==> src/rtl/matrix_unswap_decoder.sv <==
// Inverse 5x5 lane-permutation decoder: out_line[j] = in_line[P(j)], valid/ready in and out.
// Define MATRIX_UNSWAP_PARALLEL_EN for a single-cycle combinational permute (no PERM state).
module matrix_unswap_decoder #(
  parameter int OFFSET = 3,
  parameter int CNT_W  = 8
) (
  input  logic             clk,
  input  logic             rst,
  input  logic             in_valid,
  output logic             in_ready,
  input  logic [24:0]      in_line,
  output logic             out_valid,
  input  logic             out_ready,
  output logic [24:0]      out_line,
  output logic             busy,
  output logic [CNT_W-1:0] line_count
);

  // Source coordinate for destination bit j; all mods folded into 0..4.
  function automatic logic [4:0] perm_of(input int j);
    int x, y, xx, yy, nx, ny;
    x  = j % 5;
    y  = j / 5;
    xx = (x + OFFSET) % 5;
    yy = (y + OFFSET) % 5;
    nx = (((yy - OFFSET) % 5) + 5) % 5;
    ny = (((((2 * xx) + (3 * yy)) % 5 - OFFSET) % 5) + 5) % 5;
    return 5'(5 * ny + nx);
  endfunction

  logic [4:0] p_tab [25];
  for (genvar j = 0; j < 25; j++) begin : g_tab
    assign p_tab[j] = perm_of(j);
  end

`ifdef MATRIX_UNSWAP_PARALLEL_EN
  typedef enum logic [1:0] {S_IDLE, S_HOLD} state_t;

  logic [24:0] inv_line;
  for (genvar j = 0; j < 25; j++) begin : g_inv
    assign inv_line[j] = in_line[p_tab[j]];
  end
`else
  typedef enum logic [1:0] {S_IDLE, S_PERM, S_HOLD} state_t;

  logic [24:0] src_q, src_d;
  logic [4:0]  idx_q, idx_d;
`endif

  state_t           state_q, state_d;
  logic [24:0]      dst_q, dst_d;
  logic [CNT_W-1:0] cnt_q, cnt_d;

  always_ff @(posedge clk) begin
    if (rst) begin
      state_q <= S_IDLE;
      dst_q   <= '0;
      cnt_q   <= '0;
`ifndef MATRIX_UNSWAP_PARALLEL_EN
      src_q   <= '0;
      idx_q   <= '0;
`endif
    end else begin
      state_q <= state_d;
      dst_q   <= dst_d;
      cnt_q   <= cnt_d;
`ifndef MATRIX_UNSWAP_PARALLEL_EN
      src_q   <= src_d;
      idx_q   <= idx_d;
`endif
    end
  end

  always_comb begin
    state_d   = state_q;
    dst_d     = dst_q;
    cnt_d     = cnt_q;
    in_ready  = 1'b0;
    out_valid = 1'b0;
    busy      = 1'b0;
`ifndef MATRIX_UNSWAP_PARALLEL_EN
    src_d     = src_q;
    idx_d     = idx_q;
`endif
    case (state_q)
      S_IDLE: begin
        in_ready = 1'b1;
        if (in_valid) begin
`ifdef MATRIX_UNSWAP_PARALLEL_EN
          dst_d   = inv_line;
          state_d = S_HOLD;
`else
          src_d   = in_line;
          dst_d   = '0;
          idx_d   = '0;
          state_d = S_PERM;
`endif
        end
      end
`ifndef MATRIX_UNSWAP_PARALLEL_EN
      S_PERM: begin
        busy         = 1'b1;
        dst_d[idx_q] = src_q[p_tab[idx_q]];
        idx_d        = idx_q + 5'd1;
        if (idx_q == 5'd24) begin
          idx_d   = '0;
          state_d = S_HOLD;
        end
      end
`endif
      S_HOLD: begin
        out_valid = 1'b1;
        if (out_ready) begin
          cnt_d   = cnt_q + {{(CNT_W-1){1'b0}}, 1'b1};
          state_d = S_IDLE;
        end
      end
      default: state_d = S_IDLE;
    endcase
  end

  // dst only changes on accept or during PERM, so out_line is stable through HOLD.
  assign out_line   = dst_q;
  assign line_count = cnt_q;

endmodule

==> config.mk <==
export PLATFORM = sky130hd
export DESIGN_NAME = matrix_unswap_decoder
export DESIGN_NICKNAME = d
export VERILOG_FILES = /design/src/rtl/matrix_unswap_decoder.sv
export SDC_FILE = /design/constraint.sdc
export NUM_CORES = 1
export LEC_CHECK = 0
export ABC_AREA = 1
export CAP_MARGIN = 5
export CORE_MARGIN = 4
export CORE_UTILIZATION = 52
export DETAILED_ROUTE_END_ITERATION = 10
export PLACE_DENSITY = 0.8
export SYNTH_ARGS = -nofsm -noshare
export SYNTH_HDL_FRONTEND = slang
export SYNTH_SLANG_ARGS = --single-unit
==> constraint.sdc <==
create_clock -name clk -period 2.6 [get_ports clk]
set_input_delay 0.26 -clock clk [delete_from_list [all_inputs] [get_ports clk]]
set_output_delay 0.26 -clock clk [all_outputs]
set_load 0.03 [all_outputs]
==> out/metrics.yaml, run 1 <==
yosysWarnings: 0
seqCellArea_mm2: 0.00130
cts_buffer_depth: 2
crit_path_max_fanout: 13
hpwl_um: 6080
cp-end-kind: "flop"
drt-vias-per-instance: 5.32
tightest_slew_ns: 0.679
nets: 608
max_freq_mhz: 419
fill_cells: 536
synth_fp_nets: 544
yosys-top-cells-area: "dfxtp_1, nor2_1, nand2_1"
synth_ff_type: "dfxtp_1"
postCtsHoldBufs: 0
slew_violations: 0
multi_input_area_mm2: 0.00185
diodes: 0
synth_edf_count: 0
htreeDepth: 3
holdPathStages: 2
synth_top_area_share_pct: 37.5
relSlewSlack_pct: 54.7
totalWireLength_um: 9280
cp.required_ns: 2.88
drv_cap: 0
core_area_mm2: 0.00642
vias: 3479
rsz0062_at_grt: "false"
arrival_ns: 2.67
port_buffers: 64
hold_violations: 0
synth-async-reset-ratio_pct: 0
top_layer: "met4"
ir_worst_vdd_uv: 314
syn_inst: 508
setup_violations: 0
whs_endpoint: "src_q[9]$_SDFFE_PP0P_"
reg2reg_to: "out_line[19]$_SDFFE_PP0P_"
wl_per_cell_um: 14.2
ys_ff_latch: 65
synth_cell_types: 33
path_clk_slew_ns: 0.07
clk_latency_ns: 0.34
r2r_slack_ns: 0.21
cts_buffers: 9
grt_pass1_vias: 3248
syn_to_final_growth_pct: 28.1
yosys.area.top_type: "dfxtp_1"
status: "completed"
hold_start: "src_q[9]$_SDFFE_PP0P_"
clock-root-buffer: "clkbuf_8"
place_congestion: 0.933
wl_met1_um: 3940
antenna_found_initial: 0
hp-class: "reg2reg"
overflow: 0
grt_pass1_wl_um: 14200
grt_usage_pct: 22.3
grt_max_degree: 37
die_area_mm2: 0.00804
dieWidth_um: 89.6
drc: 0
finalCritPeriodShare_pct: 91.8
layout-drive-gt1-share_pct: 12.0
firstDrtPassIters: 5
dieHeight_um: 89.6
criticalPathCategory: "reg2reg"
fp-row-count: 29
ant_nets: 0
clock_skew_ns: 0.0153
met3WireLength_um: 642
synth_area_mm2: 0.00347
synth_common_cells: "nor2_1, nand2_1, dfxtp_1"
io_pins: 65
critPathLaunchType: "flop"
drt_iter0_drc: 185
worst_slack_ns: 0.214
seq_area_frac_synth_pct: 37.5
place_ws_ns: 0.149
power.density_mw_per_mm2: 547
start_util_pct: 54.0
fin_setup_tns_ns: 0
leakage_nw: 1.87
synth.most_common_cell: "nor2_1"
clock-sinks: 65
timing.rr.start: "idx_q[1]$_SDFFE_PP0P_"
syn_area_per_cell_um2: 6.82
period_minus_slack_ns: 2.39
cts_tree: "done"
wl_met2_um: 4600
r2r_cells: 13
logic make-up (layout without fill, tap and decap cells):
kind of cell | Yosys count | after routing | share of synthesized area (%)
AND/OR/NAND/NOR | 255 | 259 | 34.9
buffers and inverters | 94 | 159 | 11.6
adder cells (fa/ha/maj) | 7 | 7 | 2.53
flip-flops | 65 | 65 | 37.5
XOR/XNOR | 1 | 1 | 0.253
AO/OA/AOI/OAI | 86 | 86 | 13.1
routing by layer:
metal,vias to the layer above,track usage (%)
met1,1584,27.8
met4,0,6.22
met3,13,5.20
li1,1756,-
met2,126,38.4
met5,-,0
per-stage QoR:
step                utilization [%]  power (W)  hold slack [ns]  area, µm²  std cells
floorplan                         -    0.00136            0.427       3470        508
global placement               64.3    0.00144            0.451       4130        634
detailed placement             64.3    0.00145            0.452       4130        634
CTS                            67.7    0.00238            0.463       4350        650
global route                   69.1    0.00254            0.502       4440        654
finish                         69.1    0.00243            0.460       4440        654
cells in the final DEF, fill, tap and decap left out, types with 3 or more instances in the layout:
cell type        instances
a21oi_1                 45
nand3_2                 20
dfxtp_1                 64
o21ai_0                 31
nand2_2                  3
clkdlybuf4s50_1         64
nor2_1                 102
nor3_1                   5
nand3_1                 44
nand2_1                 72
buf_4                    8
inv_1                   62
inv_2                    7
nand3_4                  7
clkbuf_8                 9
ha_1                     7
worst max path at each step:
| stage | from | endpoint | slack (ns) | cells after the start |
|---|---|---|---|---|
| final | idx_q[1]$_SDFFE_PP0P_ | out_line[19]$_SDFFE_PP0P_ | 0.21 | 13 |
| after global routing | idx_q[1]$_SDFFE_PP0P_ | out_line[19]$_SDFFE_PP0P_ | 0.009 | 15 |
| after CTS | idx_q[1]$_SDFFE_PP0P_ | out_line[2]$_SDFFE_PP0P_ | 0.14 | 15 |
| after detailed placement | idx_q[1]$_SDFFE_PP0P_ | out_line[2]$_SDFFE_PP0P_ | 0.15 | 15 |
| after global placement | idx_q[0]$_SDFFE_PP0P_ | out_line[14]$_SDFFE_PP0P_ | 0.27 | 15 |
| after floorplan | idx_q[0]$_SDFFE_PP0P_ | out_line[14]$_SDFFE_PP0P_ | 0.54 | 17 |
final cells by class:
cell class	count	share of cell area, %
multi-input combinational	353	41.7
sequential	65	29.3
timing repair buffer	72	15.8
inverter	71	6.06
clock buffer	9	2.79
tap	77	2.17
clock inverter	7	2.11
state kept, by name (all words and copies together) (netlist names):
name,flops
out_line,25
idx_q,5
state_q,2
line_count,8
src_q,25
worst max-delay path, stage by stage (launching register included):
cell      delay (ns)
dfxtp_1         0.42
inv_1           0.12
ha_1            0.20
inv_1           0.05
nand2_1         0.04
nand3_1         0.08
nand3_2         0.25
nand2_4         0.23
nand3_1         0.15
o21bai_4        0.23
nand3_4         0.24
nand3_1         0.20
nand2_1         0.06
inv_1           0.05
timing repair:
| item | 4_1_cts | 5_1_grt |
|---|---|---|
| setup endpoints to repair | 0 | 25 |
| endpoints found under the hold margin | 0 | 0 |
| resized for setup | 0 | 8 |
| setup buffers | 0 | 0 |
report_power, final:
| group | leakage, nW | internal [W] | switching [W] |
|---|---|---|---|
| combinational | 1.24 | 0.000153 | 0.000277 |
| clock | 0.106 | 0.000539 | 0.000399 |
| sequential | 0.530 | 0.00103 | 0.0000228 |
| total | 1.87 | 0.00173 | 0.000699 |
No activity file was read; power rests on OpenSTA's default activity.
==> run 2, diff against run 1 <==
CTS_CLUSTER_DIAMETER = 150   (was default)
==> results of run 2 <==
No change in the layout: final DEF, timing and power equal those of run 1.
==> run 3, diff against run 2 <==
CORE_MARGIN = 8   (was 4)
GPL_TIMING_DRIVEN = 0   (was default)
==> run 3 against run 2 <==
Against the previous run: combinational power shrank 5.3%; first-iteration DRC count up 28%; register-to-register slack worse by 0.03 ns; die area grew 19%; clock skew fell by 0.0057 ns; utilization fell by 0.35 points; critical path depth increased by 3; final cell count up 1.4%; cell area decreased by 1.1%; non-clock buffer count is 14 higher; global-route usage is 3.0 points lower.
==> out/metrics.yaml, run 3 (synthesis results as in run 1) <==
clock_skew_ns: 0.00960  # -0.00573 ns
nets: 618  # +1.6%
relSlewSlack_pct: 63.1  # +8.5 points
power.density_mw_per_mm2: 532  # -2.6%
dieHeight_um: 97.6  # +8.9%
start_util_pct: 54.3  # +0.31 points
cts_buffers: 9  # unchanged
diodes: 0  # unchanged
cpPeakStageDelay_ns: 0.40  # -0.02 ns
hp-class: "in2reg"
core_area_mm2: 0.00639  # -0.57%
fill_cells: 577  # +7.6%
fp-row-count: 29  # unchanged
grt_max_degree: 11  # -70%
postCtsSetupBuffers: 0  # unchanged
clock-root-buffer: "clkbuf_8"
cts_tree: "done"
fin_util_pct: 68.8  # -0.35 points
path_cells: "inv_1 -> ha_1 -> nand2_1 -> nand3_1 -> nand2_1 -> nand2_1 -> nand2_2 -> inv_2 -> nand3_1 -> nand3_1 -> nand3_2 -> nand3_4 -> buf_6 -> nand3_1 -> nand2_1 -> inv_1"
drt-vias-per-instance: 5.25  # -1.3%
antenna_found_initial: 0  # unchanged
path_clk_slew_ns: 0.07  # about the same
fin_cells: 663  # +1.4%
port_buffers: 63  # -1.6%
leakage_nw: 1.87  # -0.37%
postCtsHoldBufs: 0  # unchanged
slew_violations: 0  # unchanged
drt_iter0_drc: 236  # +28%
htreeDepth: 3  # unchanged
die_area_mm2: 0.00953  # +19%
finalCritPeriodShare_pct: 92.8  # +1.0 points
r2r_slack_ns: 0.19  # -0.03 ns
tightest_slew_ns: 0.553  # -0.126 ns
ant_nets: 0  # unchanged
crit_path_max_fanout: 10  # -3
critPathLaunchType: "flop"
drv_cap: 0  # unchanged
firstDrtPassIters: 7  # +2
rsz0062_at_grt: "false"
critical-path-slowest-cell: "dfxtp_2"
drc: 0  # unchanged
cp-end-kind: "flop"
vias: 3480  # +0.029%
fin_setup_tns_ns: 0  # unchanged
status: "completed"
totalWireLength_um: 9140  # -1.4%
dieWidth_um: 97.6  # +8.9%
io_pins: 65  # unchanged
grt_pass1_wl_um: 15500  # +9.5%
hold_violations: 0  # unchanged
clock-sinks: 65  # unchanged
grt_usage_pct: 19.3  # -3.0 points
final_common_cell: "nor2_1"
period_minus_slack_ns: 2.41  # +0.0269 ns
clk_latency_ns: 0.35  # about the same
wl_per_cell_um: 13.8  # -2.8%
arrival_ns: 2.66  # about the same
cp.required_ns: 2.85  # -0.03 ns
place_congestion: 0.892  # -4.5%
setup_violations: 0  # unchanged
criticalPathCategory: "reg2reg"
overflow: 0  # unchanged
ir_worst_vdd_uv: 434  # +38%
hpwl_um: 6620  # +8.8%
syn_to_final_growth_pct: 26.7
final_cell_mix: "nor2_1, nand2_1, dfxtp_1, clkdlybuf4s50_1, inv_1"
grt_pass1_vias: 3398  # +4.6%
placed_cells: 648  # +2.2%
max_freq_mhz: 414  # -1.1%
layout-drive-gt1-share_pct: 11.1  # -0.87 points
cts_buffer_depth: 2  # unchanged
==> run 3: cell count changes in the layout (fill, tap and decap cells not counted), sizes merged, moves of 2 or more <==
cell      previous run  this run
clkbuf               9        24
buf                  8        11
clkinvlp             2         0
nand3               71        67
==> run 3: area by class of cell <==
type / instances / area [µm²] / area share, %
clock inverters: 3 / 40.0 / 0.912
flip-flops and latches: 65 / 1300 / 29.7
clock buffers: 12 / 155 / 3.53
plain buffers: 23 / 134 / 3.05
repair buffers: 63 / 631 / 14.4
well taps: 77 / 96.3 / 2.19
inverters: 71 / 269 / 6.13
multi-input cells: 349 / 1760 / 40.1
==> run 3: what timing repair did <==
item	in CTS	in global routing
endpoints found under the setup margin	0	20
gates resized for setup	0	2
endpoints found under the hold margin	0	0
==> run 3: worst max-delay path, delay by kind of cell (launching register included) <==
| kind | cells | cell delay, ns |
|---|---|---|
| buffers and inverters | 4 | 0.49 |
| adders and majority gates | 1 | 0.40 |
| and+or+nand+nor | 11 | 1.02 |
| DFF | 1 | 0.40 |
==> run 3: final timing paths <==
check / from / to / cells past startpoint
hold / removal: rst / out_line[1]$_SDFFE_PP0P_ / 4
setup reg to reg: idx_q[0]$_SDFFE_PP0P_ / out_line[19]$_SDFFE_PP0P_ / 16
setup / recovery: idx_q[0]$_SDFFE_PP0P_ / out_line[19]$_SDFFE_PP0P_ / 16
hold reg to reg: src_q[11]$_SDFFE_PP0P_ / src_q[11]$_SDFFE_PP0P_ / 2
==> run 3: report_power, final <==
group	switching [W]	internal, W	leakage (nW)
combinational	0.000251	0.000156	1.23
clock	0.000386	0.000487	0.102
sequential	0.0000213	0.00103	0.531
total	0.000659	0.00168	1.87
==> run 3: through the flow <==
| step | area (µm²) | total power (W) | hold WS (ns) | setup slack (ns) |
|---|---|---|---|---|
| CTS | 4390 | 0.00236 | 0.430 | 0.104 |
| floorplan | 3470 | 0.00136 | 0.427 | 0.539 |
| detailed placement | 4190 | 0.00148 | 0.450 | 0.125 |
| finish | 4390 | 0.00234 | 0.440 | 0.187 |
| global placement | 4190 | 0.00148 | 0.443 | 0.146 |
| global route | 4390 | 0.00244 | 0.481 | 0.00429 |
==> run 3: metal layers <==
metal	global-route usage, %	vias up	routed length, µm
li1	-	1766	-
met1	22.2	1587	4100
met2	32.2	111	4270
met3	6.19	16	628
met4	7.58	0	145
met5	0	-	0
